<file path="src/rtl/multiword_add_sequencer.sv">
// Wide add/subtract built from one 16-bit slice adder, one slice per clock.
// Operands enter and results leave through valid/ready handshakes.
module multiword_add_sequencer #(
    parameter int WORDS = 4
) (
    input  logic                clk,
    input  logic                rst,
    input  logic                in_valid,
    output logic                in_ready,
    input  logic [16*WORDS-1:0] op_a,
    input  logic [16*WORDS-1:0] op_b,
    input  logic                sub,
    output logic                out_valid,
    input  logic                out_ready,
    output logic [16*WORDS-1:0] result,
    output logic                carry_out,
    output logic                overflow
);

    localparam int W  = 16 * WORDS;
    localparam int IW = (WORDS > 1) ? $clog2(WORDS) : 1;
    localparam logic [IW-1:0] LAST = IW'(WORDS - 1);

    typedef enum logic [1:0] {
        IDLE = 2'd0,
        RUN  = 2'd1,
        DONE = 2'd2
    } state_t;

    state_t        state_q, state_d;
    logic [W-1:0]  a_q, a_d;
    logic [W-1:0]  b_q, b_d;
    logic [W-1:0]  result_q, result_d;
    logic [IW-1:0] idx_q, idx_d;
    logic          carry_q, carry_d;
    logic          carry_out_q, carry_out_d;
    logic          overflow_q, overflow_d;
    logic          in_ready_q, in_ready_d;
    logic          out_valid_q, out_valid_d;

    logic [15:0]   a_sl;
    logic [15:0]   b_sl;
    logic [16:0]   sum17;
    logic          accept;
    logic          last;

    assign accept = in_valid & in_ready_q;
    assign last   = (idx_q == LAST);

    // State register and all datapath flops, synchronous active-high reset
    always_ff @(posedge clk) begin
        if (rst) begin
            state_q     <= IDLE;
            a_q         <= '0;
            b_q         <= '0;
            result_q    <= '0;
            idx_q       <= '0;
            carry_q     <= 1'b0;
            carry_out_q <= 1'b0;
            overflow_q  <= 1'b0;
            in_ready_q  <= 1'b1;
            out_valid_q <= 1'b0;
        end else begin
            state_q     <= state_d;
            a_q         <= a_d;
            b_q         <= b_d;
            result_q    <= result_d;
            idx_q       <= idx_d;
            carry_q     <= carry_d;
            carry_out_q <= carry_out_d;
            overflow_q  <= overflow_d;
            in_ready_q  <= in_ready_d;
            out_valid_q <= out_valid_d;
        end
    end

    // Next-state logic: accept, walk the slices, then wait for the consumer
    always_comb begin
        state_d = state_q;
        unique case (state_q)
            IDLE: if (accept) state_d = RUN;
            RUN:  if (last) state_d = DONE;
            DONE: if (out_valid_q && out_ready) state_d = IDLE;
            default: state_d = IDLE;
        endcase
    end

    // Shared 16-bit slice adder fed by the current slice and chained carry
    always_comb begin
        a_sl  = a_q[16*idx_q +: 16];
        b_sl  = b_q[16*idx_q +: 16];
        sum17 = {1'b0, a_sl} + {1'b0, b_sl} + {16'd0, carry_q};
    end

    // Datapath updates and registered handshake outputs
    always_comb begin
        a_d         = a_q;
        b_d         = b_q;
        result_d    = result_q;
        idx_d       = idx_q;
        carry_d     = carry_q;
        carry_out_d = carry_out_q;
        overflow_d  = overflow_q;
        if (state_q == IDLE && accept) begin
            a_d      = op_a;
            b_d      = op_b ^ {W{sub}};
            carry_d  = sub;
            idx_d    = '0;
            result_d = '0;
        end else if (state_q == RUN) begin
            result_d[16*idx_q +: 16] = sum17[15:0];
            carry_d = sum17[16];
            idx_d   = idx_q + 1'b1;
            if (last) begin
                carry_out_d = sum17[16];
                // carry into the MSB recovered from the MSB sum bit
                overflow_d  = a_sl[15] ^ b_sl[15] ^ sum17[15] ^ sum17[16];
            end
        end
        in_ready_d  = (state_d == IDLE);
        out_valid_d = (state_d == DONE);
    end

    assign in_ready  = in_ready_q;
    assign out_valid = out_valid_q;
    assign result    = result_q;
    assign carry_out = carry_out_q;
    assign overflow  = overflow_q;

endmodule

</file>
<file path="config.mk">
export PLATFORM = sky130hd
export DESIGN_NAME = multiword_add_sequencer
export DESIGN_NICKNAME = d
export VERILOG_FILES = /design/src/rtl/multiword_add_sequencer.sv
export SDC_FILE = /design/constraint.sdc
export NUM_CORES = 1
export LEC_CHECK = 0
export CELL_PAD_IN_SITES_DETAIL_PLACEMENT = 1
export CELL_PAD_IN_SITES_GLOBAL_PLACEMENT = 2
export CORE_MARGIN = 2
export CORE_UTILIZATION = 26
export DETAILED_ROUTE_END_ITERATION = 10
export PLACE_DENSITY = 0.79
export SLEW_MARGIN = 20
export SYNTH_ARGS = -nofsm -noshare
export SYNTH_HDL_FRONTEND = slang
export SYNTH_SLANG_ARGS = --single-unit
</file>
<file path="constraint.sdc">
create_clock -name clk -period 9.8 [get_ports clk]
set_input_delay 1.47 -clock clk [delete_from_list [all_inputs] [get_ports clk]]
set_output_delay 1.47 -clock clk [all_outputs]
set_load 0.02 [all_outputs]
</file>
==> qor.yml, run 1 <==
status: "complete, no violations"
min-delay-path-class: "reg2reg"
synth_ff_type: "dfxtp_1"
synth_top_area_share_pct: 44.75
multiInputGateArea_um2: 4633
coreArea_um2: 34290
design.die.area_um2: 36090
cp.depth: 10
drc: 0
crit_end: "result[46]"
syn_nets: 1096
rsz0062_at_grt: "no"
ys_top_cells_by_area: "dfxtp_1 (45%), mux4_2 (8.0%), xnor2_1 (7.0%)"
via_count: 7391
final.setup_skew_ns: 0.01562
rr_endpoint: "result[46]"
clk_pin_slew_ns: 0.06
period_minus_slack_ns: 3.726
cp_cell_sequence: "buf_4 > mux4_2 > fa_1 > fa_1 > nand3_1 > a21oi_2 > o21ai_1 > o311ai_2 > xor2_1 > a22o_1"
track_usage_pct: 15.76
cts_buffer_depth: 3
power_density_nw_per_um2: 181.3
r2r_setup_slack_ns: 6.07
synth.avg_cell_area_um2: 9.566
firstDrtPassIters: 4
antenna_found_initial: 3
fp.dieH_um: 190.0
finalNetCount: 1256
cpPeakStageDelay_ns: 0.63
die_w_um: 190.0
cts_tree: "built"
drive_gt1_share_pct: 8.610
synth_top_area_cell: "dfxtp_1"
finalSetupViolations: 0
drv_cap: 0
post_cts_buffers: 0
drtAntennaViolNets: 0
dp_hpwl_um: 21160
seq_area_um2: 4026
min_period_over_period_pct: 38.02
cts-root-buf: "clkbuf_16"
arrival_ns: 4.17
first_iter_violations: 412
via_per_inst: 4.705
pin_count: 201
syn_area_um2: 8992
grt_pass1_vias: 7664
synth_most_common_cell: "dfxtp_1"
finalSetupTns_ns: 0
hold_viol_final: 0
grt_max_degree: 120
netlist_instances: 940
cp_max_fo: 39
critPathTopFamily: "adder cells"
io_buffers: 200
cp-start-kind: "register"
r2r_cells: 10
htree_levels: 1
dp_slack_ns: 5.555
synth-seq-area-share_pct: 44.75
ys.warnings.count: 0
path_class: "reg2reg"
n_fill_cell: 3862
wl_per_cell_um: 18.37
relSlewSlack_pct: 32.89
drv_slew: 0
synth.ff_latch_count: 201
initial_core_util_pct: 26.23
numCtsBuffers: 23
cp.required_ns: 10.24
clock_latency_ns: 0.51
synth_edf_count: 0
p_leak_nw: 4.214
tightestPinTransition_ns: 1.007
synthDistinctLibCells: 49
grt_pass1_wl_um: 44580
fin_ws_ns: 6.074
rows: 68
drt-total-wl_um: 28870
async_flop_share_pct: 0
r2r_start: "idx_q[0]"
clock_sinks: 201
fmax_mhz: 268.4
crit_path_frequent_cell: "fa_1"
synth_common_cells: "dfxtp_1 (201), nand2_1 (146), nor2_1 (105)"
grt_overflow_total: 0
place_congestion: 0.7707
ir_worst_vdd_uv: 109.1
cp_slowest_cell: "mux4_2"
area_delta_synth_final_pct: 34.16
end_kind: "register"
ctsResizeCount: 0
crit_path_start: "idx_q[0]"
ctsHoldBuffers: 0
path_buf_inv: 1
-- worst reg2reg max path, stage by stage (launching register included) --
cell	delay, ns
dfxtp_2	0.31
buf_4	0.58
mux4_2	0.68
fa_1	0.45
fa_1	0.43
nand3_1	0.15
a21oi_2	0.08
o21ai_1	0.29
o311ai_2	0.12
xor2_1	0.37
a22o_1	0.20
-- final cells by class --
cell class | count | area share [%]
diodes | 1 | 0.02074
clock buffers | 34 | 5.611
clock inverters | 6 | 0.7260
inverters | 4 | 0.1245
multi-input cells | 663 | 38.40
flip-flops and latches | 201 | 33.37
well taps | 455 | 4.719
repair buffers | 207 | 17.02
-- report_power, final --
part | total [W] | internal [W] | switching (W)
clock | 0.000871 | 0.000529 | 0.000342
combinational | 0.000415 | 0.000175 | 0.000240
sequential | 0.000902 | 0.000872 | 0.0000303
total | 0.00219 | 0.00158 | 0.000612
-- cells in the final DEF, fill, tap and decap left out, drive strengths merged, types with 2 or more instances in the layout --
cell type / instances
o21ai: 8
and3: 5
a311oi: 2
o211ai: 2
a22o: 36
nand3: 7
a21o: 3
nand2b: 2
a21oi: 90
o21bai: 3
xnor2: 72
clkinv: 3
a22oi: 28
nand3b: 2
nor3: 4
fa: 2
ha: 21
clkbuf: 34
clkdlybuf4s50: 198
nor3b: 3
nor2b: 5
a211oi: 65
dfxtp: 201
buf: 9
a31oi: 2
mux4: 32
nor4b: 2
bufinv: 2
nor2: 105
xor2: 7
inv: 5
nand2: 147
-- registers in the layout, summed over array words and instances (netlist names) --
name       cells
carry_q        1
in_ready       1
state_q        2
idx_q          2
overflow       1
result        64
b_q           64
out_valid      1
carry_out      1
a_q           64
-- routing by layer --
metal	wire length, um	up-vias	track usage, %
li1	-	3644	-
met1	13770	3549	21.59
met2	13210	160	26.02
met3	1337	36	2.398
met4	537	2	3.846
met5	12	-	0
-- how the worst min path moves through the flow --
stage / start / end / slack [ns] / depth (start not counted)
after floorplan: a_q[16] / a_q[16] / 0.43 / 2
after global placement: a_q[23] / a_q[23] / 0.44 / 2
after detailed placement: a_q[49] / a_q[49] / 0.45 / 2
after CTS: a_q[49] / a_q[49] / 0.45 / 2
after global routing: a_q[27] / a_q[27] / 0.47 / 2
final: a_q[49] / a_q[49] / 0.45 / 2
-- per-stage QoR --
step	instance area [um2]	util, %	cells	total power, W	hold slack, ns
after floorplan	8992	-	940	0.001175	0.4331
after global placement	11290	32.94	1530	0.001329	0.4401
after detailed placement	11290	32.94	1530	0.001340	0.4471
after CTS	12060	35.17	1570	0.002219	0.4550
after global routing	12060	35.18	1570	0.002293	0.4736
final	12060	35.18	1571	0.002188	0.4516
-- cell families after synthesis --
logic type / Yosys count / share of synthesized area, %
adder cells (fa/ha/maj): 23 / 3.367
multiplexers: 33 / 8.126
flip-flops: 201 / 44.75
buffers and inverters: 76 / 3.840
AO/OA/AOI/OAI: 243 / 18.83
XOR/XNOR: 79 / 7.694
AND/OR/NAND/NOR: 285 / 13.40
No activity file was read; power rests on OpenSTA's default activity.
==> run 2: changes to the inputs <==
PLACE_DENSITY = 0.82   (was 0.79)
clock period = 3.4 ns   (was 9.8 ns; I/O delays follow)
==> run 2 against run 1 <==
Non-clock buffer count is 9 higher. Clock skew is 0.0073 ns higher. Register-to-register slack worse by 5.8 ns. Flip-flop and latch count unchanged. Maximum frequency up 18%. Combinational power grew to 3.0 times the previous value. Sequential share of layout area decreased by 0.22 points. Critical path depth stayed put. Critical path type unchanged. Largest cell class unchanged. Highest routed layer is now met4.
==> qor.yml, run 2 (same netlist as run 1, synthesis figures left out) <==
crit_path_frequent_cell: "fa_1"
r2r_start: "idx_q[1]"
dp_hpwl_um: 22120  # +4.5%
rows: 68  # unchanged
stdcell_count: 1580  # +0.57%
initial_core_util_pct: 26.23  # unchanged
hold_viol_final: 0  # unchanged
drive_gt1_share_pct: 9.156  # +0.55 points
drc: 0  # unchanged
power_density_nw_per_um2: 515.7  # +180%
antenna_found_initial: 0  # -3
total_power_w: 0.006262  # +190%
numCtsBuffers: 23  # unchanged
first_iter_violations: 432  # +4.9%
status: "complete, no violations"
whs_path_depth: 2  # unchanged
cp-start-kind: "register"
finalSetupTns_ns: 0  # unchanged
cp.depth: 10  # unchanged
final_common_cell: "dfxtp_1"
ctsResizeCount: 0  # unchanged
grt_max_degree: 135  # +13%
multiInputGateArea_um2: 4633  # unchanged
drv_cap: 0  # unchanged
crit_path_start: "idx_q[1]"
antenna_cells: 0  # -1
cts_tree: "built"
grt_overflow_total: 0  # unchanged
drv_slew: 0  # unchanged
end_kind: "register"
drtAntennaViolNets: 0  # unchanged
rr_endpoint: "result[44]"
r2r_setup_slack_ns: 0.25  # -5.83 ns
design.die.area_um2: 36090  # unchanged
period_minus_slack_ns: 3.154  # -0.5727 ns
area_delta_synth_final_pct: 35.04
cp.required_ns: 3.84  # -6.40 ns
cp_cell_sequence: "buf_12 > mux4_2 > fa_1 > fa_1 > nand3_1 > a21oi_2 > o21ai_1 > o21bai_1 > xor2_1 > a22o_1"
via_count: 7471  # +1.1%
cts_buffer_depth: 3  # unchanged
fmax_mhz: 317.1  # +18%
finalSetupViolations: 0  # unchanged
finalNetCount: 1265  # +0.72%
cp_max_fo: 35  # -10%
numPlacedInstances: 1539  # +0.59%
htree_levels: 1  # unchanged
min_period_over_period_pct: 92.75  # +55 points
clock_sinks: 201  # unchanged
wl_per_cell_um: 18.55  # +0.97%
coreArea_um2: 34290  # unchanged
io_buffers: 200  # unchanged
grt_pass1_vias: 7630  # -0.44%
hold_path_startpoint: "a_q[60]"
via_per_inst: 4.728  # +0.51%
fp.dieH_um: 190.0  # unchanged
grt_pass1_wl_um: 44950  # +0.82%
path_buf_inv: 1  # unchanged
tightestPinTransition_ns: 0.9485  # -0.05826 ns
min-delay-path-class: "reg2reg"
final_cell_mix: "dfxtp_1 (199), clkdlybuf4s50_1 (198), nand2_1 (146)"
holdPathEnd: "a_q[60]"
utilization_pct: 35.41  # +0.23 points
die_w_um: 190.0  # unchanged
pin_count: 201  # unchanged
place_congestion: 0.8332  # +8.1%
n_fill_cell: 3879  # +0.44%
clock_latency_ns: 0.52  # about the same
cpPeakStageDelay_ns: 0.45  # -0.18 ns
ir_worst_vdd_uv: 376.0  # +240%
critPathTopFamily: "adder cells"
relSlewSlack_pct: 36.77  # +3.9 points
track_usage_pct: 16.11  # +0.35 points
stdcell_area_um2: 12140  # +0.65%
rsz0062_at_grt: "no"
arrival_ns: 3.59  # -0.58 ns
seq_area_um2: 4026  # unchanged
place_area_um2: 11410  # +1.0%
post_cts_buffers: 0  # unchanged
drt-total-wl_um: 29310  # +1.6%
path_class: "reg2reg"
final.setup_skew_ns: 0.02297  # +0.007344 ns
cts-root-buf: "clkbuf_16"
cp_slowest_cell: "fa_1"
p_leak_nw: 4.250  # +0.84%
ctsHoldBuffers: 0  # unchanged
firstDrtPassIters: 4  # unchanged
clk_pin_slew_ns: 0.06  # about the same
r2r_cells: 10  # unchanged
-- run 2: power breakdown --
part,internal [W],leakage (nW),total [W],switching (W)
logic,0.000532,2.25,0.00123,0.000694
clock network,0.00145,0.352,0.00242,0.000977
registers,0.00251,1.64,0.00261,0.0000980
-- run 2: cell type report --
class                   count  area share, %
clock buffers              33          5.214
repair buffers            216          17.85
well taps                 455          4.688
flip-flops and latches    201          33.16
multi-input cells         663          38.16
inverters                   4         0.1236
clock inverters             8         0.8140
-- run 2: worst max-delay path by stage --
stage	to	slack [ns]
global placement	result[10]	0.33
detailed placement	result[14]	0.27
floorplan	result[14]	0.10
CTS	result[14]	0.22
global route	result[11]	0.03
finish	result[44]	0.25
-- run 2: worst reg2reg max path, delay by kind of cell, from the launching register on --
kind	cells	cell delay [ns]
mux	1	0.36
fa+ha+maj	2	0.88
buf+inv	1	0.26
simple gates	1	0.17
compound gates	4	0.71
flops	1	0.36
xor+xnor	1	0.34
-- run 2: stage by stage --
step                setup slack (ns)  hold slack [ns]
floorplan                     0.1007           0.4331
global placement              0.3311           0.4404
detailed placement            0.2713           0.4472
CTS                           0.2233           0.4554
global route                 0.02707           0.4702
finish                        0.2464           0.4552
-- run 2: layer usage --
layer	wire, um	global-route usage [%]	vias up
met5	0	0	-
met4	521	3.548	0
met3	1655	2.749	27
met2	13890	26.98	187
met1	13250	21.71	3599
li1	-	-	3658
==> run 3: changes to the inputs <==
CAP_MARGIN = 20   (was unset)
==> results of run 3 <==
Same layout as run 2: the final DEF is identical, and so are final timing and power.
